--- src/rtl/floating_accumulator_32b_pkg.sv ---
// Shared FSM encoding, IEEE-754 single-precision constants and small field helpers
// for the floating accumulator.
package floating_accumulator_32b_pkg;

    typedef enum logic [2:0] {
        ST_IDLE  = 3'd0,
        ST_ALIGN = 3'd1,
        ST_ADD   = 3'd2,
        ST_NORM  = 3'd3,
        ST_DONE  = 3'd4
    } state_t;

    localparam int EXP_BIAS = 127;
    localparam int EXP_MAX  = 255;
    localparam int MANT_W   = 23;

    // Signed infinity with the given sign.
    function automatic logic [31:0] fp_inf(input logic sign);
        return {sign, 8'hFF, 23'h000000};
    endfunction

    // 24-bit significand with hidden bit; zero/denormal inputs flush to zero.
    function automatic logic [MANT_W:0] fp_sig(input logic [31:0] f);
        return (f[30:23] == 8'h00) ? 24'h000000 : {1'b1, f[MANT_W-1:0]};
    endfunction

endpackage

--- src/rtl/fp_lzc24.sv ---
// Leading-zero counter for a 24-bit significand; an all-zero input reports 24.
module fp_lzc24 (
    input  logic [23:0] val,
    output logic [4:0]  cnt
);

    // Scan upward so the most significant set bit decides the final count.
    always_comb begin
        cnt = 5'd24;
        for (int i = 0; i < 24; i++) begin
            cnt = val[i] ? 5'(5'd23 - 5'(i)) : cnt;
        end
    end

endmodule

--- src/rtl/floating_accumulator_32b.sv ---
// Single-precision accumulator fed by an upstream multiplier; each operand walks
// ALIGN -> ADD -> NORM, and a group's last operand parks the result in DONE.
module floating_accumulator_32b
    import floating_accumulator_32b_pkg::*;
#(
    parameter bit CLEAR_ON_OUT = 1'b1
) (
    input  logic        clk,
    input  logic        rst,
    input  logic [31:0] in_data,
    input  logic        in_ov,
    input  logic        in_valid,
    input  logic        in_last,
    output logic        in_ready,
    output logic [31:0] sum,
    output logic        sum_ov,
    output logic        out_valid,
    input  logic        out_ready
);

    state_t      state_r, state_s;
    logic [31:0] op_r, acc_r;
    logic        op_ov_r, op_last_r, acc_ov_r;
    logic        a_sign_r, eff_sub_r;
    logic [7:0]  a_exp_r;
    logic [23:0] a_sig_r, b_sig_r;
    logic [24:0] sum25_r;

    logic [31:0] op_flush_s, acc_flush_s, big_s, small_s, acc_next_s;
    logic        swap_s, op_spec_s, ov_set_s;
    logic [7:0]  diff_s;
    logic [23:0] shifted_s, norm_sig_s;
    logic [24:0] add_s;
    logic [4:0]  lz_s;
    logic signed [9:0] norm_exp_s;

    fp_lzc24 u_lzc (
        .val (sum25_r[23:0]),
        .cnt (lz_s)
    );

    // State register.
    always_ff @(posedge clk) begin
        if (!rst) begin
            state_r <= ST_IDLE;
        end else begin
            state_r <= state_s;
        end
    end

    // Next-state logic.
    always_comb begin
        state_s = state_r;
        case (state_r)
            ST_IDLE:  state_s = in_valid ? ST_ALIGN : ST_IDLE;
            ST_ALIGN: state_s = ST_ADD;
            ST_ADD:   state_s = ST_NORM;
            ST_NORM:  state_s = op_last_r ? ST_DONE : ST_IDLE;
            ST_DONE:  state_s = out_ready ? ST_IDLE : ST_DONE;
            default:  state_s = ST_IDLE;
        endcase
    end

    // Handshake outputs decoded from the state register.
    always_comb begin
        in_ready  = (state_r == ST_IDLE);
        out_valid = (state_r == ST_DONE);
    end

    assign sum    = acc_r;
    assign sum_ov = acc_ov_r;

    // Alignment: the larger magnitude becomes A, B is shifted right with truncation.
    always_comb begin
        op_flush_s  = (op_r[30:23] == 8'h00) ? {op_r[31], 31'h0} : op_r;
        acc_flush_s = (acc_r[30:23] == 8'h00) ? {acc_r[31], 31'h0} : acc_r;
        swap_s      = (op_flush_s[30:0] > acc_flush_s[30:0]);
        big_s       = swap_s ? op_flush_s : acc_flush_s;
        small_s     = swap_s ? acc_flush_s : op_flush_s;
        diff_s      = big_s[30:23] - small_s[30:23];
        shifted_s   = (diff_s >= 8'd24) ? 24'h000000 : (fp_sig(small_s) >> diff_s);
        add_s       = eff_sub_r ? ({1'b0, a_sig_r} - {1'b0, b_sig_r})
                                : ({1'b0, a_sig_r} + {1'b0, b_sig_r});
    end

    // Normalisation and packing; special operands override the arithmetic result.
    always_comb begin
        op_spec_s = (op_r[30:23] == 8'hFF) || op_ov_r;
        ov_set_s  = 1'b0;
        if (sum25_r[24]) begin
            norm_sig_s = sum25_r[24:1];
            norm_exp_s = $signed({2'b00, a_exp_r}) + 10'sd1;
        end else begin
            norm_sig_s = sum25_r[23:0] << lz_s;
            norm_exp_s = $signed({2'b00, a_exp_r}) - $signed({5'b00000, lz_s});
        end
        if (op_spec_s) begin
            acc_next_s = fp_inf(op_r[31]);
            ov_set_s   = 1'b1;
        end else if (sum25_r == 25'd0) begin
            acc_next_s = 32'h00000000;
        end else if (norm_exp_s >= $signed(10'(EXP_MAX))) begin
            acc_next_s = fp_inf(a_sign_r);
            ov_set_s   = 1'b1;
        end else if (norm_exp_s <= 10'sd0) begin
            acc_next_s = 32'h00000000;
        end else begin
            acc_next_s = {a_sign_r, norm_exp_s[7:0], norm_sig_s[MANT_W-1:0]};
        end
    end

    // Datapath registers; the accumulator only changes in NORM, so a reset mid-flight leaves no trace.
    always_ff @(posedge clk) begin
        if (!rst) begin
            op_r      <= 32'h00000000;
            op_ov_r   <= 1'b0;
            op_last_r <= 1'b0;
            a_sign_r  <= 1'b0;
            a_exp_r   <= 8'h00;
            a_sig_r   <= 24'h000000;
            b_sig_r   <= 24'h000000;
            eff_sub_r <= 1'b0;
            sum25_r   <= 25'd0;
            acc_r     <= 32'h00000000;
            acc_ov_r  <= 1'b0;
        end else begin
            if (state_r == ST_IDLE && in_valid) begin
                op_r      <= in_data;
                op_ov_r   <= in_ov;
                op_last_r <= in_last;
            end
            if (state_r == ST_ALIGN) begin
                a_sign_r  <= big_s[31];
                a_exp_r   <= big_s[30:23];
                a_sig_r   <= fp_sig(big_s);
                b_sig_r   <= shifted_s;
                eff_sub_r <= big_s[31] ^ small_s[31];
            end
            if (state_r == ST_ADD) begin
                sum25_r <= add_s;
            end
            if (state_r == ST_NORM) begin
                acc_r    <= acc_next_s;
                acc_ov_r <= acc_ov_r | ov_set_s;
            end else if (state_r == ST_DONE && out_ready && CLEAR_ON_OUT) begin
                acc_r    <= 32'h00000000;
                acc_ov_r <= 1'b0;
            end
        end
    end

endmodule
--- config.mk ---
export PLATFORM = sky130hd
export DESIGN_NAME = floating_accumulator_32b
export DESIGN_NICKNAME = d
export VERILOG_FILES = /design/src/rtl/floating_accumulator_32b_pkg.sv /design/src/rtl/fp_lzc24.sv /design/src/rtl/floating_accumulator_32b.sv
export SDC_FILE = /design/constraint.sdc
export NUM_CORES = 1
export LEC_CHECK = 0
export ABC_AREA = 0
export CAP_MARGIN = 20
export CORE_MARGIN = 10
export CORE_UTILIZATION = 40
export CTS_BUF_LIST = sky130_fd_sc_hd__clkbuf_4 sky130_fd_sc_hd__clkbuf_8
export DETAILED_ROUTE_END_ITERATION = 12
export DONT_BUFFER_PORTS = 1
export HOLD_SLACK_MARGIN = 0.05
export SYNTH_ARGS = -nofsm -noshare
export SYNTH_HDL_FRONTEND = slang
export SYNTH_SLANG_ARGS = --single-unit
--- constraint.sdc ---
create_clock -name clk -period 10.9 [get_ports clk]
set_input_delay 1.635 -clock clk [delete_from_list [all_inputs] [get_ports clk]]
set_output_delay 1.635 -clock clk [all_outputs]
set_load 0.01 [all_outputs]
==> impl_metrics.csv, run 1 <==
group,metric,value,unit
run_status,status,"complete, no violations",
placed_design,portBuffers,0,
synthesis,ys_seq_area_share,25.74,%
synthesis,synthArstFlopShare,0,%
drt,vias,11640,
synthesis,ys_seq_elements,153,
critical_path,critPathMaxFanout,82,
synthesis,ys.warnings.count,0,
cells_and_area,diodes,0,
critical_path,cp_top_family,"simple AND/OR/NAND/NOR gates",
cts,clk_latency,0.50,ns
drt,drt_iter0_drc,1067,
cts,clk_pin_slew,0.10,ns
cells_and_area,regArea,3063,sq um
global_route,overflow,0,
drt,drt_wl_total,41850,um
cells_and_area,syn_to_final_growth,5.636,%
critical_path,crit_path_end_kind,"register",
die,die_y,192.5,um
placed_design,dp_hpwl,32170,um
die,fp.dieW,192.5,um
timing,finalSetupViolCount,0,
cts,root_buffer,"clkbuf_8",
critical_path,slowest_stage,"buf_4",
die,initial_utilization,40.37,%
timing,period_needed,6.812,ns
cells_and_area,drive_gt1_share,6.624,%
timing,min_period_over_period,62.50,%
critical_path,rrSetupSlack,4.09,ns
drt,wl_per_cell,21.52,um
drt,drc,0,
critical_path,crit_required,11.32,ns
synthesis,ys_types,84,
timing,worst_clock_skew,0.02575,ns
global_route,antenna_found_initial,0,
drt,avgViaCountPerCell,5.986,
drt,final_antenna_net_count,0,
placed_design,placed_area,12120,sq um
die,row_count,63,
synthesis,synth_flop_cell,"dfxtp_1",
cells_and_area,multiInputGateArea,8207,sq um
cts,ctsHoldBuffers,0,
critical_path,crit_buf_inv,3,
critical_path,crit_chain,"nor4_1 -> nand2_1 -> nand2_1 -> inv_1 -> ha_1 -> a21o_1 -> a2111oi_0 -> o31ai_1 -> o211a_1 -> a21oi_4 -> buf_4 -> mux2i_1 -> ha_1 -> inv_2 -> mux4_2 -> mux2i_1 -> a21oi_1 -> or3b_1 -> o211ai_1",
synthesis,synth_edf_count,0,
cts,cts.sinks,153,
run,maxCapViolCount,0,
hold_path,hold_class,"register to register",
synthesis,mappedNetlistNets,1712,
synthesis,syn_inst,1608,
drt,drt_first_pass_iters,6,
power,power_per_cell_area,195.7,nW/um^2
global_route,track_usage,22.34,%
global_route,grt_max_degree,83,
cts,htreeDepth,4,
die,core-area,29480,sq um
critical_path,worstPathArrival,7.24,ns
power,finalPower,2.460,mW
cts,postCtsResizedCells,0,
placed_design,globalplace.congestion,0.9489,
power,vdd_drop_max,91.80,uV
power,cellLeakagePower,4.792,nW
global_route,grt_pass1_vias,10740,
timing,drv_slew,0,
die,die_area,37050,sq um
synthesis,synth_area_per_cell,7.401,sq um
timing,hold_violations,0,
cells_and_area,finalInstanceArea,12570,sq um
global_route,grt_pass1_wl,64280,um
timing,slew_headroom,34.86,%
cells_and_area,fillers,3070,
cts,clock_path_buffers,2,
cells_and_area,fin_util,42.64,%
cts,postCtsSetupBuffers,0,
cts,cts_buffers,17,
critical_path,cp_slowest_stage_delay,0.68,ns
timing,fmax,146.8,MHz
cells_and_area,fin_nets,1646,
synthesis,synth_area,11900,sq um
timing,tns,0,ns
timing,rsz0062_at_grt,"false",
timing,tightest_slew,0.9760,ns
cts,cts_tree,"built",
critical_path,start_kind,"register",
die,io_pins,73,
critical_path,criticalPathCategory,"register to register",
path summary, 6_finish.rpt:
check | startpoint | to | cells after the start
min | op_last_r | op_last_r | 2
min reg2reg | op_last_r | op_last_r | 2
max | op_r[28] | b_sig_r[3] | 19
max reg2reg | op_r[28] | b_sig_r[3] | 19
logic make-up (layout without fill, tap and decap cells):
| logic type | Yosys count | in the layout | share of synthesized area, % |
|---|---|---|---|
| and+or+nand+nor | 615 | 615 | 23.07 |
| AOI/OAI and AO/OA | 447 | 447 | 23.78 |
| buffers and inverters | 165 | 112 | 5.478 |
| DFF | 153 | 153 | 25.74 |
| muxes | 105 | 105 | 10.67 |
| adders and majority gates | 66 | 66 | 7.066 |
| xor gates and xnor gates | 57 | 57 | 4.195 |
cell usage after synthesis, drive strengths merged, types with 10 or more instances:
| cell | number | area, sq um |
|---|---|---|
| nand3 | 46 | 230.2 |
| a211oi | 22 | 165.2 |
| ha | 64 | 800.8 |
| a31oi | 14 | 87.58 |
| nand2 | 285 | 1080 |
| nor2b | 14 | 90.09 |
| a21oi | 147 | 758.2 |
| mux4 | 15 | 345.3 |
| a22oi | 18 | 140.1 |
| nand4 | 12 | 75.07 |
| o31ai | 10 | 75.07 |
| o21ai | 113 | 573.1 |
| nand2b | 13 | 81.33 |
| mux2i | 77 | 770.7 |
| nor2 | 152 | 570.6 |
| xnor2 | 44 | 385.4 |
| clkbuf | 83 | 311.6 |
| mux2 | 13 | 153.9 |
| and2 | 19 | 120.1 |
| o211ai | 33 | 247.7 |
| buf | 22 | 115.1 |
| dfxtp | 153 | 3063 |
| a21o | 13 | 97.59 |
| nor4 | 14 | 108.9 |
| nor3 | 26 | 135.1 |
| inv | 60 | 225.2 |
| xor2 | 13 | 113.9 |
final cells by class:
cell class	instances	area share, %
clock inverters	14	1.184
flip-flops and latches	153	24.37
repair buffers	20	1.513
clock buffers	18	1.971
well taps	390	3.882
inverters	60	1.802
multi-input cells	1290	65.28
cells in the final DEF, fill, tap and decap left out, types with 9 or more instances in the layout:
cell type and instances:
and2_1 18, nor4_1 12, o211ai_1 33, nand4_1 12
nand2_1 283, o31ai_1 10, mux2_2 9, a31oi_1 14
a21o_1 13, a22oi_1 17, a311oi_1 9, nand3_1 46
clkbuf_8 18, a21oi_1 144, ha_1 64, inv_1 55
nor3_1 25, nand2b_1 13, xor2_1 12, a211oi_1 22
mux4_2 13, o21ai_0 100, xnor2_1 44, buf_4 18
nor2b_1 13, mux2i_1 77, dfxtp_1 153, o21ai_1 11
nor2_1 150
power by group:
part / internal, mW / leakage [nW] / switching, mW
registers: 0.592 / 1.24 / 0.0564
clock network: 0.197 / 0.203 / 0.269
logic: 0.498 / 3.34 / 0.847
per-stage QoR:
step	std cells	worst slack (ns)	hold WS, ns
floorplan	1608	4.463	0.4317
global placement	1911	4.258	0.4450
detailed placement	1911	4.190	0.4466
CTS	1943	4.143	0.4611
global route	1945	3.577	0.4761
finish	1945	4.088	0.4634
state kept, by name (all words and copies together), names as in the netlist, 3 cells and up:
signal,flops
sum,32
a_exp_r,8
state_r,3
a_sig_r,24
b_sig_r,24
op_r,32
sum25_r,25
worst min-delay path: stages (launching register included):
cell and delay [ns]:
dfxtp_1 0.32, nand2_1 0.05, a21oi_1 0.05
metal layers:
layer / up-vias / share of wire, % / GRT usage (%)
li1: 5621 / - / -
met1: 5509 / 44 / 29.56
met2: 445 / 45 / 35.04
met3: 68 / 7.6 / 4.319
met4: 0 / 3.2 / 8.915
met5: - / 0 / 0
(Power assumes the default switching activity.)
==> run 2: changes to the inputs <==
==> constraint.sdc (replaced) <==
create_clock -name clk -period 7 [get_ports clk]
set_input_delay 1.05 -clock clk [delete_from_list [all_inputs] [get_ports clk]]
set_output_delay 1.05 -clock clk [all_outputs]
set_load 0.01 [all_outputs]
==> run 2 against run 1 <==
Hold slack is essentially flat. Cell count rose by 0.31%. Design area is 0.26% higher. Sequential share of layout area fell by 0.063 points. First-iteration DRC count grew 4.0%. Maximum frequency increased by 9.6%. Utilization is 0.11 points higher. Critical path depth fell by 1. Critical path type unchanged. Critical endpoint unchanged.
==> impl_metrics.csv, run 2 (synthesized netlist as in run 1, its figures left out) <==
group,metric,value,unit
timing,hold_violations,0,
global_route,grt_max_degree,82,
drt,wirelength_met1,19340,um
timing,worst_clock_skew,0.02542,ns
global_route,overflow,0,
timing,fin_hold_ws,0.4635,ns
cells_and_area,regArea,3063,sq um
cells_and_area,fillers,3078,
cells_and_area,fin_nets,1652,
critical_path,reg2reg_to,"b_sig_r[3]",
global_route,grt_pass1_vias,10740,
placed_design,dp_hpwl,32760,um
hold_path,min_delay_worst_endpoint,"op_r[2]",
critical_path,crit_buf_inv,2,
power,power.internal,2.006,mW
cells_and_area,syn_to_final_growth,5.909,%
timing,finalSetupViolCount,0,
drt,dr_wl_met3,2333,um
critical_path,crit_required,7.42,ns
hold_path,hold_class,"register to register",
timing,slew_headroom,29.31,%
cts,root_buffer,"clkbuf_8",
die,io_pins,73,
timing,min_period_over_period,88.81,%
placed_design,dpl.cell_count,1917,
critical_path,start_kind,"register",
critical_path,crit_path_frequent_cell,"o21ai_0",
power,cellLeakagePower,4.805,nW
cells_and_area,final_common_cell,"nand2_1",
timing,fmax,160.9,MHz
cts,clock_path_buffers,2,
cts,postCtsSetupBuffers,0,
critical_path,r2r_start,"sum[24]",
timing,drv_slew,0,
drt,drt_wl_total,42080,um
cts,clk_latency,0.49,ns
cts,ctsHoldBuffers,0,
power,finalPower,3.802,mW
critical_path,cp_slowest_stage_delay,0.67,ns
critical_path,cp_top_family,"simple AND/OR/NAND/NOR gates",
global_route,antenna_found_initial,0,
drt,highest_layer,"met4",
critical_path,rrSetupSlack,0.78,ns
power,clockPowerShare,18.2,%
drt,vias,11600,
drt,drt_iter0_drc,1110,
cells_and_area,instances_no_fill,1951,
power,vdd_drop_max,198.4,uV
drt,avgViaCountPerCell,5.944,
cts,cts.sinks,153,
cts,clk_pin_slew,0.10,ns
critical_path,crit_chain,"nor4_1 -> nand2_1 -> buf_4 -> nand2_1 -> ha_1 -> o21ai_0 -> o21ai_0 -> a211oi_1 -> o21ai_0 -> a21oi_4 -> buf_4 -> mux2_2 -> a31oi_1 -> xor2_1 -> nor2b_2 -> and4_1 -> or3b_1 -> o211ai_1",
placed_design,place_ws,1.036,ns
cells_and_area,drive_gt1_share,6.983,%
power,p_sw_share,47.23,%
die,fp.dieW,192.5,um
cts,cts_tree,"built",
cells_and_area,multiInputGateArea,8207,sq um
placed_design,globalplace.congestion,0.9867,
placed_design,portBuffers,0,
hold_path,hold_path_depth,2,
placed_design,placed_area,12160,sq um
cells_and_area,diodes,0,
timing,period_needed,6.216,ns
drt,wl_per_cell,21.57,um
cells_and_area,finalInstanceArea,12600,sq um
cts,postCtsResizedCells,0,
cells_and_area,layout_common_cells,"283 x nand2_1, 153 x dfxtp_1, 150 x nor2_1",
cts,htreeDepth,4,
run,maxCapViolCount,0,
critical_path,slowest_stage,"buf_4",
run_status,status,"complete, no violations",
power,p_sw,1.796,mW
power,pwr-share-comb,55.3,%
power,power_per_cell_area,301.6,nW/um^2
die,die_y,192.5,um
critical_path,worstPathArrival,6.64,ns
timing,fin_ws,0.7836,ns
critical_path,crit_path_end_kind,"register",
cells_and_area,fin_util,42.75,%
critical_path,criticalPathCategory,"register to register",
drt,drc,0,
drt,wl_met2,19210,um
die,die_area,37050,sq um
timing,tns,0,ns
cts,cts_buffers,17,
power,seqPwrFrac,26.5,%
die,initial_utilization,40.37,%
critical_path,critPathMaxFanout,81,
drt,final_antenna_net_count,0,
critical_path,reg2regPathDepth,18,
die,core-area,29480,sq um
global_route,track_usage,22.41,%
timing,tightest_slew,1.059,ns
hold_path,holdCritStartpoint,"op_r[2]",
die,row_count,63,
timing,rsz0062_at_grt,"false",
drt,drt_first_pass_iters,6,
global_route,grt_pass1_wl,64340,um
[run 2: layout make-up]
type / count / share of cell area, %
multi-input combinational: 1290 / 65.11
inverter: 60 / 1.797
sequential: 153 / 24.30
clock inverter: 14 / 1.082
clock buffer: 18 / 1.966
tap: 390 / 3.872
timing repair buffer: 26 / 1.866
[run 2: power by group through the flow]
stage / combinational [mW] / clock, mW / sequential [mW]
finish: 2.10 / 0.694 / 1.01
global route: 2.29 / 0.741 / 1.01
CTS: 2.06 / 0.702 / 1.00
detailed placement: 2.05 / 0 / 1.02
global placement: 2.07 / 0 / 1.02
floorplan: 1.62 / 0 / 0.978
[run 2: metal layers]
metal / GRT usage, % / vias up
li1: - / 5628
met1: 30.49 / 5454
met2: 35.78 / 450
met3: 3.072 / 65
met4: 7.245 / 0
met5: 0 / -
[run 2: worst max-delay path by stage]
| stage | end | cells past startpoint | slack, ns | from |
|---|---|---|---|---|
| floorplan | b_sig_r[6] | 27 | 0.56 | sum[24] |
| global placement | b_sig_r[3] | 18 | 1.08 | sum[24] |
| detailed placement | b_sig_r[3] | 18 | 1.04 | sum[24] |
| CTS | b_sig_r[3] | 18 | 0.99 | sum[24] |
| global route | b_sig_r[3] | 18 | 0.46 | sum[24] |
| finish | b_sig_r[3] | 18 | 0.78 | sum[24] |
[run 2: tightest hold or removal path, stage by stage (launching register included)]
cell and delay (ns):
dfxtp_1 0.32, nand2_1 0.05, a21oi_1 0.05
